**src/rtl/regfile_write_demux.sv**
```systemverilog
// regfile_write_demux
// Buffers register-file write requests in a 2-entry in-order FIFO and drains
// them one per cycle into a registered one-hot write enable plus a broadcast
// data bus. Register 0 is hard-wired: its writes drain but never assert reg_we.
// Optional forwarding of pending/in-flight writes to a read port is built when
// the macro REGFILE_WRITE_BYPASS_EN is defined. Without it, byp_hit and
// byp_data are tied to zero.
module regfile_write_demux (
    input  logic        clock,
    input  logic        reset,
    input  logic        wr_valid,
    output logic        wr_ready,
    input  logic [4:0]  wr_addr,
    input  logic [31:0] wr_data,
    input  logic        stall,
    output logic [31:0] reg_we,
    output logic [31:0] reg_wdata,
    output logic [1:0]  pending,
    input  logic [4:0]  rd_addr,
    output logic        byp_hit,
    output logic [31:0] byp_data
);

    // Slot 0 is always the head; slot 1 holds the second (newer) entry.
    logic [1:0]  count_q, count_d;
    logic [4:0]  s0_addr_q, s0_addr_d;
    logic [31:0] s0_data_q, s0_data_d;
    logic [4:0]  s1_addr_q, s1_addr_d;
    logic [31:0] s1_data_q, s1_data_d;
    logic [31:0] reg_we_q, reg_we_d;
    logic [31:0] reg_wdata_q, reg_wdata_d;

    logic        push;
    logic        pop;
    logic [1:0]  wr_idx;

    // Handshake: a full FIFO refuses pushes even when it pops on the same edge.
    always_comb begin
        wr_ready = ~reset & (count_q != 2'd2);
        push     = wr_valid & wr_ready;
        pop      = (count_q != 2'd0) & ~stall;
        wr_idx   = count_q - {1'b0, pop};
    end

    // Next-state: shift the queue on pop, write the new entry behind the survivors,
    // and form the one-cycle write-enable pulse from the departing head.
    always_comb begin
        count_d     = count_q + {1'b0, push} - {1'b0, pop};
        s0_addr_d   = s0_addr_q;
        s0_data_d   = s0_data_q;
        s1_addr_d   = s1_addr_q;
        s1_data_d   = s1_data_q;
        reg_we_d    = 32'h0;
        reg_wdata_d = reg_wdata_q;

        if (pop) begin
            s0_addr_d   = s1_addr_q;
            s0_data_d   = s1_data_q;
            reg_wdata_d = s0_data_q;
            if (s0_addr_q != 5'd0) begin
                reg_we_d = 32'd1 << s0_addr_q;
            end
        end

        if (push) begin
            if (wr_idx == 2'd0) begin
                s0_addr_d = wr_addr;
                s0_data_d = wr_data;
            end else begin
                s1_addr_d = wr_addr;
                s1_data_d = wr_data;
            end
        end
    end

    // State registers; reset discards everything, including the in-flight pulse.
    always_ff @(posedge clock or posedge reset) begin
        if (reset) begin
            count_q     <= 2'd0;
            s0_addr_q   <= 5'd0;
            s0_data_q   <= 32'h0;
            s1_addr_q   <= 5'd0;
            s1_data_q   <= 32'h0;
            reg_we_q    <= 32'h0;
            reg_wdata_q <= 32'h0;
        end else begin
            count_q     <= count_d;
            s0_addr_q   <= s0_addr_d;
            s0_data_q   <= s0_data_d;
            s1_addr_q   <= s1_addr_d;
            s1_data_q   <= s1_data_d;
            reg_we_q    <= reg_we_d;
            reg_wdata_q <= reg_wdata_d;
        end
    end

    assign reg_we    = reg_we_q;
    assign reg_wdata = reg_wdata_q;
    assign pending   = count_q;

`ifdef REGFILE_WRITE_BYPASS_EN
    logic [4:0]  tail_addr;
    logic [31:0] tail_data;

    // Forwarding: newest matching write wins (tail, then head, then the write
    // currently presented on reg_we). Register 0 never forwards.
    always_comb begin
        tail_addr = (count_q == 2'd2) ? s1_addr_q : s0_addr_q;
        tail_data = (count_q == 2'd2) ? s1_data_q : s0_data_q;
        byp_hit   = 1'b0;
        byp_data  = 32'h0;
        if (rd_addr != 5'd0) begin
            if ((count_q != 2'd0) && (tail_addr == rd_addr)) begin
                byp_hit  = 1'b1;
                byp_data = tail_data;
            end else if ((count_q != 2'd0) && (s0_addr_q == rd_addr)) begin
                byp_hit  = 1'b1;
                byp_data = s0_data_q;
            end else if (reg_we_q[rd_addr]) begin
                byp_hit  = 1'b1;
                byp_data = reg_wdata_q;
            end
        end
    end
`else
    logic unused_rd_addr;

    // Forwarding disabled: outputs tied off, read index ignored.
    always_comb begin
        unused_rd_addr = ^rd_addr;
        byp_hit        = 1'b0;
        byp_data       = 32'h0;
    end
`endif

endmodule

```
**config.mk**
```make
export PLATFORM = sky130hd
export DESIGN_NAME = regfile_write_demux
export DESIGN_NICKNAME = d
export VERILOG_FILES = /design/src/rtl/regfile_write_demux.sv
export SDC_FILE = /design/constraint.sdc
export NUM_CORES = 1
export LEC_CHECK = 0
export CORE_MARGIN = 3
export CORE_UTILIZATION = 50
export DETAILED_ROUTE_END_ITERATION = 6
export DONT_BUFFER_PORTS = 1
export GPL_TIMING_DRIVEN = 0
export PLACE_DENSITY_LB_ADDON = 0.15
export SYNTH_ARGS = -nofsm -noshare
export SYNTH_HDL_FRONTEND = slang
export SYNTH_SLANG_ARGS = --single-unit
```
**constraint.sdc**
```tcl
create_clock -name clock -period 6.3 [get_ports clock]
set_clock_uncertainty 0.05 [all_clocks]
set_input_delay 0.63 -clock clock [delete_from_list [all_inputs] [get_ports clock]]
set_output_delay 0.63 -clock clock [all_outputs]
set_load 0.02 [all_outputs]
```
==> flow_results.org, run 1 <==
** Status
- Result of the run :: finished, final reports clean

** Placement
- Half-perimeter wire length of the detailed placement result :: 7580 um
- Area of placed instances :: 6350 sq um
- Worst Setup Slack post-DPL :: 3.62 ns
- Number of port buffers :: 0
- Placed Cells :: between 600 and 700
- Final weighted congestion in routability-driven placement :: 0.720

** Global route
- Final global-route overflow total :: 0
- The via count of the first global-routing pass is 3512.
- The first global-routing pass estimated 18100 um of wire.
- Maximum number of pins on one net before global-route repair :: 105
- All-Layer GR Usage :: between 10% and 20%
- The number of antenna violations at the first check in global routing was 0.

** Route
- 1st-iter DRT viols :: ~120
- Final wirelength :: 11300 um
- The routed layout has roughly 3300 vias.
- Final antenna-violating net count :: 0
- Detail-routed via count per cell :: 4.96
- The first detailed-routing pass ran for 4 iterations.
- For this run, design rule violations remaining after detail routing come to 0.
- Dividing the detail-routed wire length by the instance count gives 16.9 um.

** Logic synthesis
- Post-Synthesis Cells :: 459
- Cell area after synthesis :: 6010 sq um
- Counting distinct cell types in the post-synthesis netlist gives 26.
- Register bit count reported by yosys :: 140
- The Yosys step of the flow raised 0 warnings.
- After synthesis, the mean cell area works out to about 13 sq um.
- After synthesis, flip-flops and latches occupy slightly below 60% of the total area.

** Clock network
- Clock transition time at the flip-flop clock pins of the worst setup and hold paths :: ~0.06 ns
- In this run, post-CTS repair resized a total of 0 instances.
- The longest clock path from root to sink contains 2 buffers.
- TritonCTS built the clock tree.
- For the worst-skew pair, the clock arrives at the later sink with an insertion delay of 0.41 ns.
- For this design, the CTS-stage hold fixing added 0 buffers.
- After clock tree synthesis, the setup repair step added 0 buffers.
- The cell sitting at the root of the clock tree is a sky130_fd_sc_hd__clkbuf_16.
- Clock buffers created by TritonCTS :: 17
- Sinks on Clock Net :: 140
- CTS H-tree depth :: 4

** Worst setup path
- Maximum fanout along the worst path :: 104
- Required time worst endpoint :: approximately 5.6 ns
- Critical Path End Type :: output port
- STA classifies the critical path startpoint as an input port.
- Ordered cell list for the critical path :: inv_6 > buf_16 > and2_1
- Crit path DAT :: 1.75 ns
- The largest individual stage delay along the critical path comes from the cell sky130_fd_sc_hd__buf_16.
- On the worst path, the slowest cell contributes a delay of 0.42 ns.
- Type of the setup path with the least slack :: input port to output port

** Timing
- Setup violations remaining at the end of the flow were counted as 0.
- The count of endpoints failing hold in the final timing report came to 0.
- The worst path in the final design needs a cycle of 2.43 ns, including I/O delays and setup.
- On the final layout, the worst hold slack is 0.0198 ns.
- Setup repair after global routing left no endpoint under its margin.
- Setup total negative slack on the finished layout was measured at 0 ns.
- The worst pin sits at a relative slew slack of 66.0%.
- Highest attainable clock frequency :: 412 MHz
- The final critical path takes up 38.5% of the cycle.
- The total count of max-transition violations in the final report was 0.
- Setup slack closes at 3.87 ns.
- Least-Margin Pin Slew :: 0.510 ns

** Final layout
- The area growth from synthesis to layout is 16.3%.
- Fraction of layout instances using a drive strength above 1 :: 37.0%
- Count of fill cells added during filler insertion :: 925
- Cells fill 60.5% of the core in the end.
- At the end of the flow, the number of nets in the layout was 559.
- Registers take 3500 sq um.
- Post-route design area :: 6990 sq um
- Ant. Diodes :: 0
- Final cell count without fillers :: 668
- Area of the multi-input gates :: 2250 sq um

** Floorplan
- Area of the die :: 13400 sq um
- From left edge to right edge, the die measures 116 um.
- Once the floorplan was initialized, standard cells occupied 52.0% of the core.
- Pin placement for this block handled 146 I/O pins.
- Die Height :: between 100 and 150 um
- Number of placement rows :: 39
- After floorplanning, the core was sized to cover 11600 sq um.

** Power and ir drop
- For this design the static power due to leakage is 3.49 nW.
- The completed layout was analyzed and its total power is 3.71 mW.
- IR analysis of the VDD net gives a maximum drop of 0.247 mV.
- Ratio of total power to cell area :: 531 nW/um^2

** Worst hold path
- Classification of the worst-slack hold path :: input port to asynchronous set/reset pin

** Job
- Max-Cap Viols :: 0
==> critical path, delay by kind of cell <==
family,cells,cell delay [ns]
buffers and inverters,2,0.68
AND/OR/NAND/NOR,1,0.34
==> synthesized netlist by cell type, drive strengths merged <==
master,number,area (sq um)
mux2,111,1450
inv,1,3.75
or3b,2,17.5
nor2,32,120
xnor2,2,17.5
o21ba,1,10.0
ha,1,12.5
nand2b,2,12.5
dfrtp,140,3500
clkbuf,7,26.3
o21bai,1,18.8
o2111a,1,11.3
nand4b,1,8.76
nand2,98,368
or3,2,12.5
and2,1,6.26
a31oi,1,6.26
nand3,2,10.0
nand4,1,6.26
buf,46,355
conb,1,3.75
nand3b,5,37.5
==> sequential cells by signal, indices dropped and copies added, names as in the netlist <==
signal     count
reg_wdata     32
reg_we        32
s0_data_q     32
s1_data_q     32
s0_addr_q      5
s1_addr_q      5
pending        2
==> where the power goes <==
| part | internal [mW] | switching [mW] | leakage (nW) | total (mW) |
|---|---|---|---|---|
| Clock | 0.685 | 0.374 | 0.302 | 1.06 |
| Sequential | 1.26 | 0.380 | 1.75 | 1.64 |
| Combinational | 0.617 | 0.396 | 1.44 | 1.01 |
==> layout by cell type, fill, tap and decap left out, types with 2 or more instances in the layout <==
cell	instances
sky130_fd_sc_hd__mux2_4	52
sky130_fd_sc_hd__nand2b_1	2
sky130_fd_sc_hd__nor2_1	32
sky130_fd_sc_hd__nand2_1	98
sky130_fd_sc_hd__mux2_2	58
sky130_fd_sc_hd__bufinv_16	4
sky130_fd_sc_hd__clkinv_4	3
sky130_fd_sc_hd__conb_1	34
sky130_fd_sc_hd__clkbuf_16	17
sky130_fd_sc_hd__dfrtp_1	140
sky130_fd_sc_hd__nand3_1	2
sky130_fd_sc_hd__buf_4	40
sky130_fd_sc_hd__or3b_2	2
sky130_fd_sc_hd__nand3b_1	5
sky130_fd_sc_hd__clkbuf_1	7
sky130_fd_sc_hd__or3_1	2
sky130_fd_sc_hd__buf_6	4
sky130_fd_sc_hd__inv_6	2
sky130_fd_sc_hd__clkinvlp_4	4
sky130_fd_sc_hd__buf_2	2
sky130_fd_sc_hd__clkbuf_8	2
sky130_fd_sc_hd__xnor2_1	2
==> path summary, 6_finish.rpt <==
path	from	slack [ns]	depth (start not counted)	to
worst min-delay path	reset	0.02	1	reg_we[25]
max in group asynchronous	reset	5.36	2	s1_data_q[9]
worst max-delay path	reset	3.87	3	wr_ready
min in group clock	wr_data[3]	0.31	1	s0_data_q[3]
worst max register to register	pending[1]	4.23	7	pending[1]
worst min register to register	s0_data_q[23]	0.42	2	reg_wdata[23]
==> metal layers <==
metal | vias to the layer above | global-route usage (%) | routed length (um)
met5 | - | 0 | 0
li1 | 1561 | - | -
met2 | 110 | 29.4 | 5670
met4 | 0 | 6.26 | 141
met3 | 11 | 8.20 | 981
met1 | 1631 | 21.2 | 4520
==> kinds of logic (layout without fill, tap and decap cells) <==
family / Yosys count / in the layout / share of synthesized area [%]
AO/OA/AOI/OAI: 4 / 4 / 0.770
XOR/XNOR: 2 / 2 / 0.291
adder cells (fa/ha/maj): 1 / 1 / 0.208
buffers and inverters: 54 / 87 / 6.41
flip-flops: 140 / 140 / 58.3
multiplexers: 111 / 111 / 24.0
other: 1 / 34 / 0.0624
AND/OR/NAND/NOR: 146 / 146 / 9.97
==> area by class of cell <==
type / instances / share of cell area (%)
buffer: 53 / 5.46
multi-input combinational: 298 / 32.2
clock buffer: 19 / 6.48
tap: 143 / 2.56
timing repair buffer: 1 / 0.394
inverter: 1 / 0.125
sequential: 140 / 50.1
clock inverter: 13 / 2.72
(Power assumes the default switching activity.)
==> inputs of run 2 (changes only) <==
--- a/config.mk
+++ b/config.mk
@@ -5,6 +5,7 @@
 export SDC_FILE = /design/constraint.sdc
 export NUM_CORES = 1
 export LEC_CHECK = 0
+export ABC_AREA = 1
 export CORE_MARGIN = 3
 export CORE_UTILIZATION = 50
 export DETAILED_ROUTE_END_ITERATION = 6
==> constraint.sdc (replaced) <==
create_clock -name clock -period 2.3 [get_ports clock]
set_clock_uncertainty 0.05 [all_clocks]
set_input_delay 0.23 -clock clock [delete_from_list [all_inputs] [get_ports clock]]
set_output_delay 0.23 -clock clock [all_outputs]
set_load 0.02 [all_outputs]
==> run 2 against run 1 <==
  * Sequential power rose to 2.5 times the previous value
  * Largest cell class unchanged
  * Die area up 1.1%
  * Design area up 8.2%
  * Sequential share of layout area down 3.8 points
  * Setup slack worse by 3.7 ns
  * Largest power group unchanged
  * Wire length up 24%
  * Flip-flop and latch count unchanged
  * Non-clock buffer count up 60
  * Critical path depth up 7
==> flow_results.org, run 2 <==
** Status
- The flow ran to the end, and the final reports show no timing, DRC or antenna violations.

** Final layout
- The number of diodes is 0 (unchanged).
- The ratio of cells with drive above 1 in the final layout was 12.8% (-24 points).
- Combined flip-flop and latch cell area :: 3500 sq um (unchanged)
- Count of fill cells added during filler insertion :: 993 (+7.4%)
- The net total in the final layout was 868 (+55%).
- The number of standard cells in the layout, taps in and fillers out is 977 (+46%).
- Layout Area Growth over Synthesis :: 24.3%
- Leaving out fill and tap cells, the most frequent cell in the layout is sky130_fd_sc_hd__nand2_1.
- Area of the multi-input gates :: 2240 sq um (-0.22%)
- Leaving out fill and tap cells, the most frequent cells in the layout are sky130_fd_sc_hd__nand2_1 (375), sky130_fd_sc_hd__dfrtp_1 (140), sky130_fd_sc_hd__buf_4 (40), sky130_fd_sc_hd__nand3_1 (39), sky130_fd_sc_hd__dlygate4sd3_1 (38).

** Placement
- The placed wire-length estimate was 9640 um (+27%).
- Placed Cells :: 906 (+42%)
- Number of port buffers :: 0 (unchanged)
- Final weighted congestion in routability-driven placement :: 0.845 (+17%)

** Route
- Detailed-route wire length per cell :: 14.4 um (-15%)
- 1st-iter DRT viols :: 281 (+140%)
- Final antenna-violating net count :: 0 (unchanged)
- The length of the first detailed-routing pass in iterations is 5 (+1).
- Routed via count :: 4852 (+46%)
- The post-detailed-route via-to-cell ratio was 4.97 (+0.13%).
- Final wirelength :: 14100 um (+24%)
- The remaining routing DRC violations was 0 (unchanged).

** Clock network
- The total clock sinks came to 140 (unchanged).
- TritonCTS built the clock tree.
- The maximum buffer depth of the clock tree is 2 (unchanged).
- The clock-pin slew reported for the worst setup and hold paths after clock tree synthesis was 0.06 ns (about the same).
- Buffer type at the clock tree root :: sky130_fd_sc_hd__clkbuf_16
- Later-pin clock latency in the skew report :: 0.43 ns (+0.02 ns)
- Clock buffers created by TritonCTS :: 17 (unchanged)
- The number of H-tree branching levels came to 4 (unchanged).

** Worst setup path
- The kind of cell with the highest combined delay along the critical path is buffers and inverters.
- The slowest stage of the critical path is the sky130_fd_sc_hd__dfrtp_1 cell.
- Required time worst endpoint :: 2.56 ns (-3.06 ns)
- Critical Path Start Type :: flip-flop
- Counting stages on the worst path, the most repeated cell is sky130_fd_sc_hd__nand2_1.
- Sum of buffers and inverters on the critical path :: 3 (+1)
- The worst register-to-register path ends at pending[1].
- Slowest cell delay on critical path :: 0.47 ns (+0.05 ns)
- Crit Reg-Reg Startpoint :: pending[1]
- The worst-case reg-to-reg path depth is 10 (+3).
- Crit path DAT :: 2.42 ns (+0.67 ns)
- STA classifies the critical path endpoint as a flip-flop.
- Traced cell by cell, the critical path runs through buf_4 > o21ai_4 > buf_2 > nand3_1 > nand2_2 > ha_4 > xnor2_2 > inv_1 > nand2_1 > nand2_1.
- Maximum fanout along the worst path :: 10 (-90%)
- The setup slack of the most critical reg-to-reg path came to 0.15 ns (-4.08 ns).
- The worst setup path is of the flip-flop to flip-flop kind.

** Timing
- The smallest clock period supported by the final layout is computed as 2.15 ns.
- Remaining max-slew budget at the tightest pin :: 63.1% (-2.9 points)
- Period utilization :: 93.6%
- The final setup violation count was 0 (unchanged).
- The total count of max-transition violations in the final report was 0 (unchanged).
- The count of endpoints failing hold in the final timing report was 0 (unchanged).
- Setup repair after global routing left no endpoint under its margin.
- The worst-margin pin slew is 0.553 ns (+0.0432 ns).
- Highest attainable clock frequency :: about 460 MHz
- The smallest hold slack is 0.0268 ns (+0.00698 ns).

** Logic synthesis
- Number of flops mapped to enable cells by yosys :: 0 (unchanged)
- Leading post-synthesis cells by cell area :: sky130_fd_sc_hd__dfrtp_1 (58%), sky130_fd_sc_hd__nand2_1 (23%), sky130_fd_sc_hd__buf_4 (5.7%)
- The area share of the largest cell type after synthesis is 57.6% (-0.69 points).
- Cell accounting for the most synthesized area :: sky130_fd_sc_hd__dfrtp_1
- Among all cell types in the netlist, the one instantiated most often is sky130_fd_sc_hd__nand2_1.
- After synthesis, the most frequently instantiated cells are sky130_fd_sc_hd__nand2_1 (377), sky130_fd_sc_hd__dfrtp_1 (140), sky130_fd_sc_hd__buf_4 (46).
- Fraction of registers with async set or reset after synthesis :: 100% (unchanged)
- Post-Synthesis Cells :: 727 (+58%)
- The synthesized area divided by synthesized cell count was 8.37 sq um (-36%).
- The most used flip-flop cell after synthesis is sky130_fd_sc_hd__dfrtp_1.
- The total of flip-flops plus latches after synthesis is 140 (unchanged).
- The combined area of all synthesized cells was 6090 sq um (+1.2%).
- The number of warning messages in the yosys log is 0 (unchanged).
- The sequential cell area fraction in the yosys report is 57.6% (-0.69 points).
- The count of distinct cell types in the synthesized netlist came to 25 (-3.8%).

** Worst hold path
- The path class of the tightest hold or removal check is input port to flip-flop.
- The worst hold path passes through 3 cells.
- The worst hold path terminates at s0_data_q[1].
- The startpoint identified for the worst hold timing path is wr_valid.

** Floorplan
- Die Height :: 116 um (+0.57%)
- Ports placed on the boundary :: 146 (unchanged)
- The number of rows in the core area was 39 (unchanged).
- The initial core utilization came to 52.2% (+0.19 points).
- Die width :: 116 um (+0.57%)
- The total die area was 13500 sq um (+1.1%).
- Area of the core :: 11700 sq um (+0.84%)

** Global route
- The number of antenna violations at the first check in global routing is 0 (unchanged).
- Wire length of the first global-routing pass :: 23200 um (+28%)
- The via count of the first global-routing pass is 4772 (+36%).
- The met1 track utilization from global routing was 28.1% (+6.9 points).
- The largest net degree at the start of global routing came to 46 (-56%).
- The global routing stage identified its most utilized layer as met2.
- Met2 GRT Util :: 36.2% (+6.8 points)
- Final global-route overflow total :: 0 (unchanged)
- The overall routing resource usage is 22.2% (+4.2 points).
- The met3 routing resource usage after global routing came to 7.20% (-1.0 points).

** Job
- The reported max-cap violation count is 0 (unchanged).

** Power and ir drop
- The power per cell area was 1290 nW/um^2 (+140%).
- The cell leakage power was 4.04 nW (+16%).
- IR Drop Worst-Case VDD :: 0.649 mV (+160%)
run 2: changes by cell type after synthesis, moves of 7 or more:
cell,before,now
sky130_fd_sc_hd__o21ai_0,0,27
sky130_fd_sc_hd__mux2_2,58,0
sky130_fd_sc_hd__inv_1,1,8
sky130_fd_sc_hd__nand2_1,98,377
sky130_fd_sc_hd__nand3_1,2,39
sky130_fd_sc_hd__mux2_4,52,0
sky130_fd_sc_hd__nor3_1,0,7
sky130_fd_sc_hd__buf_2,2,10
sky130_fd_sc_hd__o21ai_1,0,10
run 2: repair_timing:
action,in CTS,in global routing
gates resized for setup,1,0
setup endpoints to repair,1,0
hold buffers,39,0
endpoints found under the hold margin,107,0
buffers inserted,0,0
run 2: where the power goes:
group / internal [mW] / switching (mW)
clock network: 1.93 / 1.02
logic: 0.945 / 1.70
registers: 3.31 / 0.844
run 2: how the worst max path moves through the flow:
stage	start	endpoint	slack (ns)	cells past startpoint
2_1_floorplan	reset	pending[1]	-1.30	10
3_3_place_gp	reset	pending[1]	-2.16	10
5_1_grt	pending[1]	pending[1]	0.0004	10
6_report	pending[1]	pending[1]	0.15	10
3_5_place_dp	reset	pending[1]	0.007	11
4_1_cts	pending[1]	pending[1]	0.12	10
run 2: per-stage QoR:
| stage | power [mW] | instance area (sq um) | setup TNS (ns) | setup slack, ns | util [%] |
|---|---|---|---|---|---|
| 6_report | 9.73 | 7560 | 0 | 0.147 | 64.9 |
| 3_3_place_gp | 6.62 | 6450 | -201.16 | -2.16 | 55.3 |
| 3_5_place_dp | 6.74 | 6510 | 0 | 0.00678 | 55.8 |
| 2_1_floorplan | 6.07 | 6270 | -75.18 | -1.30 | - |
| 5_1_grt | 10.4 | 7560 | 0 | 0.000411 | 64.9 |
| 4_1_cts | 9.79 | 7560 | 0 | 0.119 | 64.9 |
run 2: kinds of logic (layout without fill, tap and decap cells):
| logic type | after synthesis | in the layout | share of synthesized area (%) |
|---|---|---|---|
| AND/OR/NAND/NOR | 461 | 461 | 30.2 |
| adder cells (fa/ha/maj) | 1 | 1 | 0.206 |
| AO/OA/AOI/OAI | 41 | 41 | 3.60 |
| flip-flops | 140 | 140 | 57.6 |
| XOR/XNOR | 1 | 1 | 0.144 |
| other | 1 | 34 | 0.0616 |
| buffers and inverters | 82 | 156 | 8.22 |
run 2: layout make-up:
type                            count  area share (%)
Multi-Input combinational cell    538            29.7
Buffer                             72            6.50
Tap cell                          143            2.37
Inverter                           10           0.546
Sequential cell                   140            46.3
Clock buffer                       22            6.40
Timing Repair Buffer               42            6.09
Clock inverter                     10            2.13
run 2: metal layers:
| metal | wire length, um | up-vias |
|---|---|---|
| li1 | - | 2385 |
| met1 | 5830 | 2272 |
| met2 | 6930 | 171 |
| met3 | 1070 | 24 |
| met4 | 244 | 0 |
| met5 | 0 | - |
run 2: tightest hold or removal path, stage by stage:
cell,delay (ns)
sky130_fd_sc_hd__nand3_4,0.12
sky130_fd_sc_hd__nand2_1,0.07
sky130_fd_sc_hd__nand2_1,0.04
